<file path="src/rtl/qpsk_frame_pkg.sv">
// rtl/qpsk_frame_pkg.sv - shared 40-bit QPSK frame format: fields, defaults, checksum, parser states
package qpsk_frame_pkg;

    localparam int FRAME_W = 40;

    localparam logic [6:0] QPSK_SYNC      = 7'h55;
    localparam logic [7:0] QPSK_CSUM_SEED = 8'h5A;

    // Field bit positions within the 40-bit frame
    localparam int SYNC_HI = 39;
    localparam int SYNC_LO = 33;
    localparam int SEQ_BIT = 32;
    localparam int B2_LO   = 24;
    localparam int B1_LO   = 16;
    localparam int B0_LO   = 8;
    localparam int CSUM_LO = 0;

    typedef enum logic {
        HUNT = 1'b0,
        LOCK = 1'b1
    } deframe_state_t;

    // Checksum over the three payload bytes; the framer and deframer must agree on the seed
    function automatic logic [7:0] qpsk_csum(
        input logic [7:0] b2,
        input logic [7:0] b1,
        input logic [7:0] b0,
        input logic [7:0] seed = QPSK_CSUM_SEED
    );
        return b2 ^ b1 ^ b0 ^ seed;
    endfunction

endpackage

</file>
<file path="src/rtl/qpsk_stable_det.sv">
// rtl/qpsk_stable_det.sv - stability filter that strobes each new settled frame word once
//
// Ports:
//   clk, rst_n  - clock, asynchronous active-low reset
//   frame_in    - unstrobed demodulated word, may glitch while updating
//   eval_stb    - one-cycle strobe: eval_word has settled and is new
//   eval_word   - the settled candidate word
module qpsk_stable_det #(
    parameter int STABLE_CYCLES = 4,
    parameter int W             = 40
) (
    input  logic         clk,
    input  logic         rst_n,
    input  logic [W-1:0] frame_in,
    output logic         eval_stb,
    output logic [W-1:0] eval_word
);

    localparam int CNT_W = $clog2(STABLE_CYCLES + 1);
    localparam logic [CNT_W-1:0] CNT_LAST = CNT_W'(STABLE_CYCLES - 1);
    localparam logic [CNT_W-1:0] CNT_MAX  = CNT_W'(STABLE_CYCLES);

    logic [W-1:0]     cand;
    logic [W-1:0]     last_word;
    logic [CNT_W-1:0] cnt;
    logic             evaluated;
    logic             same;

    assign same = (frame_in == cand);

    // The edge that reloads the candidate counts as its first stable cycle, so
    // a value first sampled at edge t strobes at edge t+STABLE_CYCLES.
    assign eval_stb  = same && (cnt == CNT_LAST) && (!evaluated || (cand != last_word));
    assign eval_word = cand;

    always_ff @(posedge clk or negedge rst_n) begin
        if (!rst_n) begin
            cand      <= '0;
            last_word <= '0;
            cnt       <= '0;
            evaluated <= 1'b0;
        end else begin
            if (!same) begin
                cand <= frame_in;
                cnt  <= '0;
            end else if (cnt != CNT_MAX) begin
                // Saturate so a persisting value never strobes again
                cnt <= cnt + CNT_W'(1);
            end
            if (eval_stb) begin
                last_word <= cand;
                evaluated <= 1'b1;
            end
        end
    end

endmodule

</file>
<file path="src/rtl/qpsk_deframe.sv">
// rtl/qpsk_deframe.sv - QPSK receive frame parser: HUNT/LOCK checks and payload byte stream
//
// Ports:
//   clk, rst_n  - clock, asynchronous active-low reset
//   frame_in    - 40-bit demodulated word (sync, seq, b2, b1, b0, csum)
//   byte_out    - payload byte, order b2, b1, b0
//   byte_valid  - byte_out valid; held until byte_ready
//   byte_ready  - sink accepts byte when byte_valid && byte_ready
//   locked      - high while in LOCK
//   frame_err   - one-cycle pulse per evaluated frame that fails a check
//   overflow    - one-cycle pulse when a good frame is dropped (buffer busy)
//   err_cnt     - saturating count of frame_err pulses
module qpsk_deframe
    import qpsk_frame_pkg::*;
#(
    parameter int         STABLE_CYCLES = 4,
    parameter int         MISS_MAX      = 3,
    parameter logic [6:0] SYNC          = QPSK_SYNC,
    parameter logic [7:0] CSUM_SEED     = QPSK_CSUM_SEED
) (
    input  logic               clk,
    input  logic               rst_n,
    input  logic [FRAME_W-1:0] frame_in,
    output logic [7:0]         byte_out,
    output logic               byte_valid,
    input  logic               byte_ready,
    output logic               locked,
    output logic               frame_err,
    output logic               overflow,
    output logic [15:0]        err_cnt
);

    localparam int MISS_W = $clog2(MISS_MAX + 1);

    logic               eval_stb;
    logic [FRAME_W-1:0] eval_word;

    qpsk_stable_det #(
        .STABLE_CYCLES (STABLE_CYCLES),
        .W             (FRAME_W)
    ) u_stable_det (
        .clk       (clk),
        .rst_n     (rst_n),
        .frame_in  (frame_in),
        .eval_stb  (eval_stb),
        .eval_word (eval_word)
    );

    deframe_state_t    state;
    logic              last_seq;
    logic [MISS_W-1:0] miss_cnt;
    logic [MISS_W-1:0] miss_inc;
    logic [23:0]       pay_buf;
    logic [1:0]        rem;

    logic [7:0] f_b2, f_b1, f_b0, f_csum;
    logic       sync_ok, csum_ok, seq_ok;
    logic       good, bad, load, drop;

    assign f_b2   = eval_word[B2_LO +: 8];
    assign f_b1   = eval_word[B1_LO +: 8];
    assign f_b0   = eval_word[B0_LO +: 8];
    assign f_csum = eval_word[CSUM_LO +: 8];

    assign sync_ok = (eval_word[SYNC_HI:SYNC_LO] == SYNC);
    assign csum_ok = (f_csum == qpsk_csum(f_b2, f_b1, f_b0, CSUM_SEED));
    assign seq_ok  = (eval_word[SEQ_BIT] != last_seq);

    // The seq toggle only means something once we know the previous frame
    assign good = eval_stb && sync_ok && csum_ok && ((state == HUNT) || seq_ok);
    assign bad  = eval_stb && !good;
    assign load = good && (rem == 2'd0);
    assign drop = good && (rem != 2'd0);

    assign miss_inc = miss_cnt + MISS_W'(1);

    always_ff @(posedge clk or negedge rst_n) begin
        if (!rst_n) begin
            state     <= HUNT;
            locked    <= 1'b0;
            last_seq  <= 1'b0;
            miss_cnt  <= '0;
            frame_err <= 1'b0;
            overflow  <= 1'b0;
            err_cnt   <= '0;
        end else begin
            frame_err <= bad;
            overflow  <= drop;
            if (bad && (err_cnt != 16'hFFFF)) begin
                err_cnt <= err_cnt + 16'd1;
            end
            if (good) begin
                // A dropped (overflowed) frame still advances lock and seq
                state    <= LOCK;
                locked   <= 1'b1;
                last_seq <= eval_word[SEQ_BIT];
                miss_cnt <= '0;
            end else if (bad && (state == LOCK)) begin
                if (miss_inc == MISS_W'(MISS_MAX)) begin
                    state    <= HUNT;
                    locked   <= 1'b0;
                    miss_cnt <= '0;
                end else begin
                    miss_cnt <= miss_inc;
                end
            end
        end
    end

    // rem counts bytes not yet accepted by the sink, including the one on byte_out
    function automatic logic [7:0] pick(input logic [23:0] pb, input logic [1:0] r);
        case (r)
            2'd3:    return pb[23:16];
            2'd2:    return pb[15:8];
            default: return pb[7:0];
        endcase
    endfunction

    always_ff @(posedge clk or negedge rst_n) begin
        if (!rst_n) begin
            pay_buf    <= '0;
            rem        <= 2'd0;
            byte_out   <= '0;
            byte_valid <= 1'b0;
        end else if (load) begin
            pay_buf <= {f_b2, f_b1, f_b0};
            rem     <= 2'd3;
        end else if (rem != 2'd0) begin
            if (!byte_valid) begin
                byte_valid <= 1'b1;
                byte_out   <= pick(pay_buf, rem);
            end else if (byte_ready) begin
                rem <= rem - 2'd1;
                if (rem == 2'd1) begin
                    byte_valid <= 1'b0;
                end else begin
                    byte_out <= pick(pay_buf, rem - 2'd1);
                end
            end
        end
    end

endmodule

</file>
<file path="config.mk">
export PLATFORM = sky130hd
export DESIGN_NAME = qpsk_deframe
export DESIGN_NICKNAME = d
export VERILOG_FILES = /design/src/rtl/qpsk_frame_pkg.sv /design/src/rtl/qpsk_stable_det.sv /design/src/rtl/qpsk_deframe.sv
export SDC_FILE = /design/constraint.sdc
export NUM_CORES = 1
export LEC_CHECK = 0
export ABC_CLOCK_PERIOD_IN_PS = 4200
export BUFFER_PORTS_ARGS = -buffer_cell sky130_fd_sc_hd__buf_2
export CAP_MARGIN = 20
export CORE_AREA = 2 2 117 119
export DETAILED_ROUTE_END_ITERATION = 6
export DIE_AREA = 0 0 119 121
export PLACE_DENSITY = 0.76
export SLEW_MARGIN = 10
export SYNTH_ARGS = -nofsm -noshare
export SYNTH_HDL_FRONTEND = slang
export SYNTH_HIERARCHICAL = 1
export SYNTH_SLANG_ARGS = --single-unit
</file>
<file path="constraint.sdc">
create_clock -name clk -period 4.2 [get_ports clk]
set_input_delay 0.63 -clock clk [delete_from_list [all_inputs] [get_ports clk]]
set_output_delay 0.63 -clock clk [all_outputs]
set_load 0.1 [all_outputs]
</file>
==> flow_metrics.py <==
metrics = {
    "yosys": {
        "syn-mean-instance-area_sq_um": 12.18,
        "synth-async-reset-ratio_pct": 100.0,
        "synth-edff-count": 0,
        "synth_nets": 633,
        "ys.flop_type": "dfrtp_1",
        "synth_area_sq_um": 7062,
        "yosys_warnings": 6,
        "synth_cell_types": 48,
        "yosysSeqAreaShare_pct": 49.96,
        "synth_cells": 580,
        "synth_seq_cells": 141,
    },
    "clock_network": {
        "clk_pin_slew_ns": 0.06,
        "cts_sinks": 141,
        "h-tree-depth": 4,
        "cts_resized": 0,
        "clkLatencyLatePin_ns": 0.43,
        "cts_buffers": 17,
        "cts_tree": "yes",
        "cts-hold-fix-buffers": 0,
        "clock_path_buffers": 2,
        "clockRootBuffer": "clkbuf_16",
        "post_cts.repair.setup_buffers": 0,
    },
    "timing": {
        "finalHoldViolCount": 0,
        "tightest_slew_ns": 1.135,
        "fmax_mhz": 294.2,
        "finalCritPeriodShare_pct": 80.94,
        "relSlewSlack_pct": 24.34,
        "maxSlewViolCount": 0,
        "period_minus_slack_ns": 3.399,
        "rsz0062_at_grt": "no",
        "finClkSkew_ns": 0.01451,
        "final.setup.tns_ns": 0,
        "setup_violations": 0,
    },
    "finish": {
        "nFillCells": 1019,
        "layout-area-overhead-vs-synth_pct": 14.55,
        "nNetsFinal": 671,
        "drive_gt1_share_pct": 29.95,
        "n_antenna_cell": 0,
        "utilization_pct": 61.82,
    },
    "die": {
        "fp-row-count": 42,
        "start_util_pct": 53.97,
        "die_h_um": 121,
        "core_area_sq_um": 13090,
        "dieArea_sq_um": 14400,
        "chipWidth_um": 119,
        "ios": 71,
    },
    "place": {
        "hpwl_mm": 10.57,
        "gp_congestion": 0.8403,
        "io_buffers": 70,
    },
    "global_route": {
        "antenna_found_initial": 0,
        "grt_first_pass_wirelength_mm": 24.01,
        "grt_start_max_net_pins": 100,
        "overflow": 0,
        "first_global_vias": 4509,
        "grt_usage_pct": 21.81,
    },
    "route": {
        "drt-total-wl_mm": 14.71,
        "viasPerCell": 5.455,
        "drtPass1Iterations": 4,
        "wl_per_cell_um": 18.23,
        "drtAntennaViolNets": 0,
        "num_vias": 4402,
        "drtIter0Drc": 306,
        "drc_errors": 0,
    },
    "critical_path": {
        "critPathRequiredTime_ns": 4.50,
        "critical_path_arrival_ns": 3.70,
        "critPathLaunchType": "register",
        "critPathKind": "register to register",
        "crit_path_max_fanout": 24,
        "end_kind": "register",
    },
    "status": {
        "status": "complete, no violations",
    },
    "pwr": {
        "peakVddDrop_v": 0.0003300,
        "p_per_area_nw_per_um2": 410.4,
        "finalPower_mw": 3.320,
        "leakage_nw": 3.990,
    },
    "min_path": {
        "hold_class": "input port to asynchronous set/reset pin",
    },
    "run": {
        "maxCapViolCount": 0,
    },
}
[through the flow]
step / hold WS, ns / std cells / setup slack (ns) / cell area, sq um
after detailed placement: 0.4687 / 775 / 0.4872 / 7397
final: 0.2720 / 807 / 0.8006 / 8089
after floorplan: 0.3344 / 580 / 1.001 / 7062
after CTS: 0.3140 / 807 / 0.7427 / 8089
after global placement: 0.4505 / 775 / 0.5383 / 7397
after global routing: 0.3189 / 807 / 0.5221 / 8089
[report_power, final]
group | switching (mW) | internal, mW | total [mW]
registers | 0.0434 | 1.38 | 1.42
clock network | 0.562 | 1.18 | 1.74
logic | 0.0914 | 0.0685 | 0.160
[critical path, cell delays in order, from the launching register on]
cell	delay, ns
dfrtp_1	0.47
xor2_1	0.18
nor4_1	0.42
nand4_1	0.27
nor2_1	0.19
nand3_1	0.10
a41oi_1	0.22
nand4b_1	0.17
a211oi_2	0.20
nand4_1	0.17
nor4_4	0.20
nand2_2	0.07
buf_4	0.26
mux2_4	0.34
[state kept, by name, indices dropped and copies added, names as in the netlist]
signal / flops
rem: 2
frame_err: 1
u_stable_det/cnt: 3
u_stable_det/evaluated: 1
byte_valid: 1
miss_cnt: 2
u_stable_det/eval_word: 40
state: 1
byte_out: 8
pay_buf: 24
overflow: 1
u_stable_det/last_word: 40
err_cnt: 16
last_seq: 1
[worst paths after layout]
path	from	end	slack [ns]	depth (start not counted)
worst max-delay path	u_stable_det/eval_word[20]$_DFFE_PN0P_	pay_buf[18]$_DFFE_PN0P_	0.80	13
min in group clk	frame_in[18]	u_stable_det/eval_word[18]$_DFFE_PN0P_	0.33	1
worst min register to register	u_stable_det/evaluated$_DFFE_PN0P_	u_stable_det/evaluated$_DFFE_PN0P_	0.49	1
worst max register to register	u_stable_det/eval_word[20]$_DFFE_PN0P_	pay_buf[18]$_DFFE_PN0P_	0.80	13
max in group asynchronous	rst_n	miss_cnt[0]$_DFFE_PN0P_	2.99	2
worst min-delay path	rst_n	byte_out[5]$_DFFE_PN0P_	0.27	1
[synth_stat cells (all sizes together), types with 2 or more instances]
master   number  area (sq um)
inv          12         45.04
a22oi         8         60.06
a211oi       11         87.58
ha           10         125.1
nand3        13         65.06
nand2b        4         25.02
nor3         10         50.05
nand2        16         62.56
dfrtp       141          3528
mux2         75          1028
nand4        12         75.07
nor2         22         82.58
a2111oi       2         17.52
xor2         67         586.8
buf          10         111.4
and3          3         18.77
nor3b         2         15.01
xnor2        50         437.9
nor4         15         115.1
nor4b         2         17.52
o21ai         3         15.01
a21oi        22         110.1
a22o          8         70.07
clkbuf       47         176.4
[final cells by class]
type	count	area, sq um	share of cell area [%]
Clock buffer	22	484.2	5.986
Inverter	12	45.04	0.5568
Timing Repair Buffer	76	401.6	4.965
Sequential cell	141	3528	43.62
Tap cell	176	220.2	2.722
Clock inverter	10	207.7	2.568
Multi-Input combinational cell	370	3202	39.58
[cells in the final DEF (no fill, tap or decap), types with 3 or more instances in the layout]
cell type / n
a211oi_1: 10
a21oi_1: 22
a22o_1: 8
a22oi_1: 8
and3_1: 3
buf_2: 69
buf_4: 6
bufinv_16: 6
clkbuf_16: 17
clkbuf_8: 4
clkinvlp_4: 3
dfrtp_1: 141
ha_1: 10
inv_1: 12
mux2_2: 26
mux2_4: 49
nand2_1: 15
nand2b_1: 4
nand3_1: 13
nand4_1: 12
nor2_1: 22
nor3_1: 10
nor4_1: 13
xnor2_1: 50
xor2_1: 67
[metal layers]
| layer | GRT usage [%] | up-vias | part of all wire [%] |
|---|---|---|---|
| met1 | 28.48 | 2205 | 45 |
| met4 | 9.673 | 0 | 2.7 |
| met2 | 34.81 | 103 | 48 |
| li1 | - | 2068 | - |
| met5 | 0 | - | 0 |
| met3 | 5.169 | 26 | 4.1 |
[cell families (layout without fill, tap and decap cells)]
| family | after synthesis | after routing | share of synthesized area (%) |
|---|---|---|---|
| buffers and inverters | 69 | 120 | 4.713 |
| multiplexers | 76 | 76 | 14.71 |
| XOR/XNOR | 117 | 117 | 14.51 |
| AO/OA/AOI/OAI | 60 | 60 | 5.900 |
| flip-flops | 141 | 141 | 49.96 |
| adder cells (fa/ha/maj) | 10 | 10 | 1.772 |
| AND/OR/NAND/NOR | 107 | 107 | 8.434 |
Note: power is estimated with default switching activity, not from simulation.
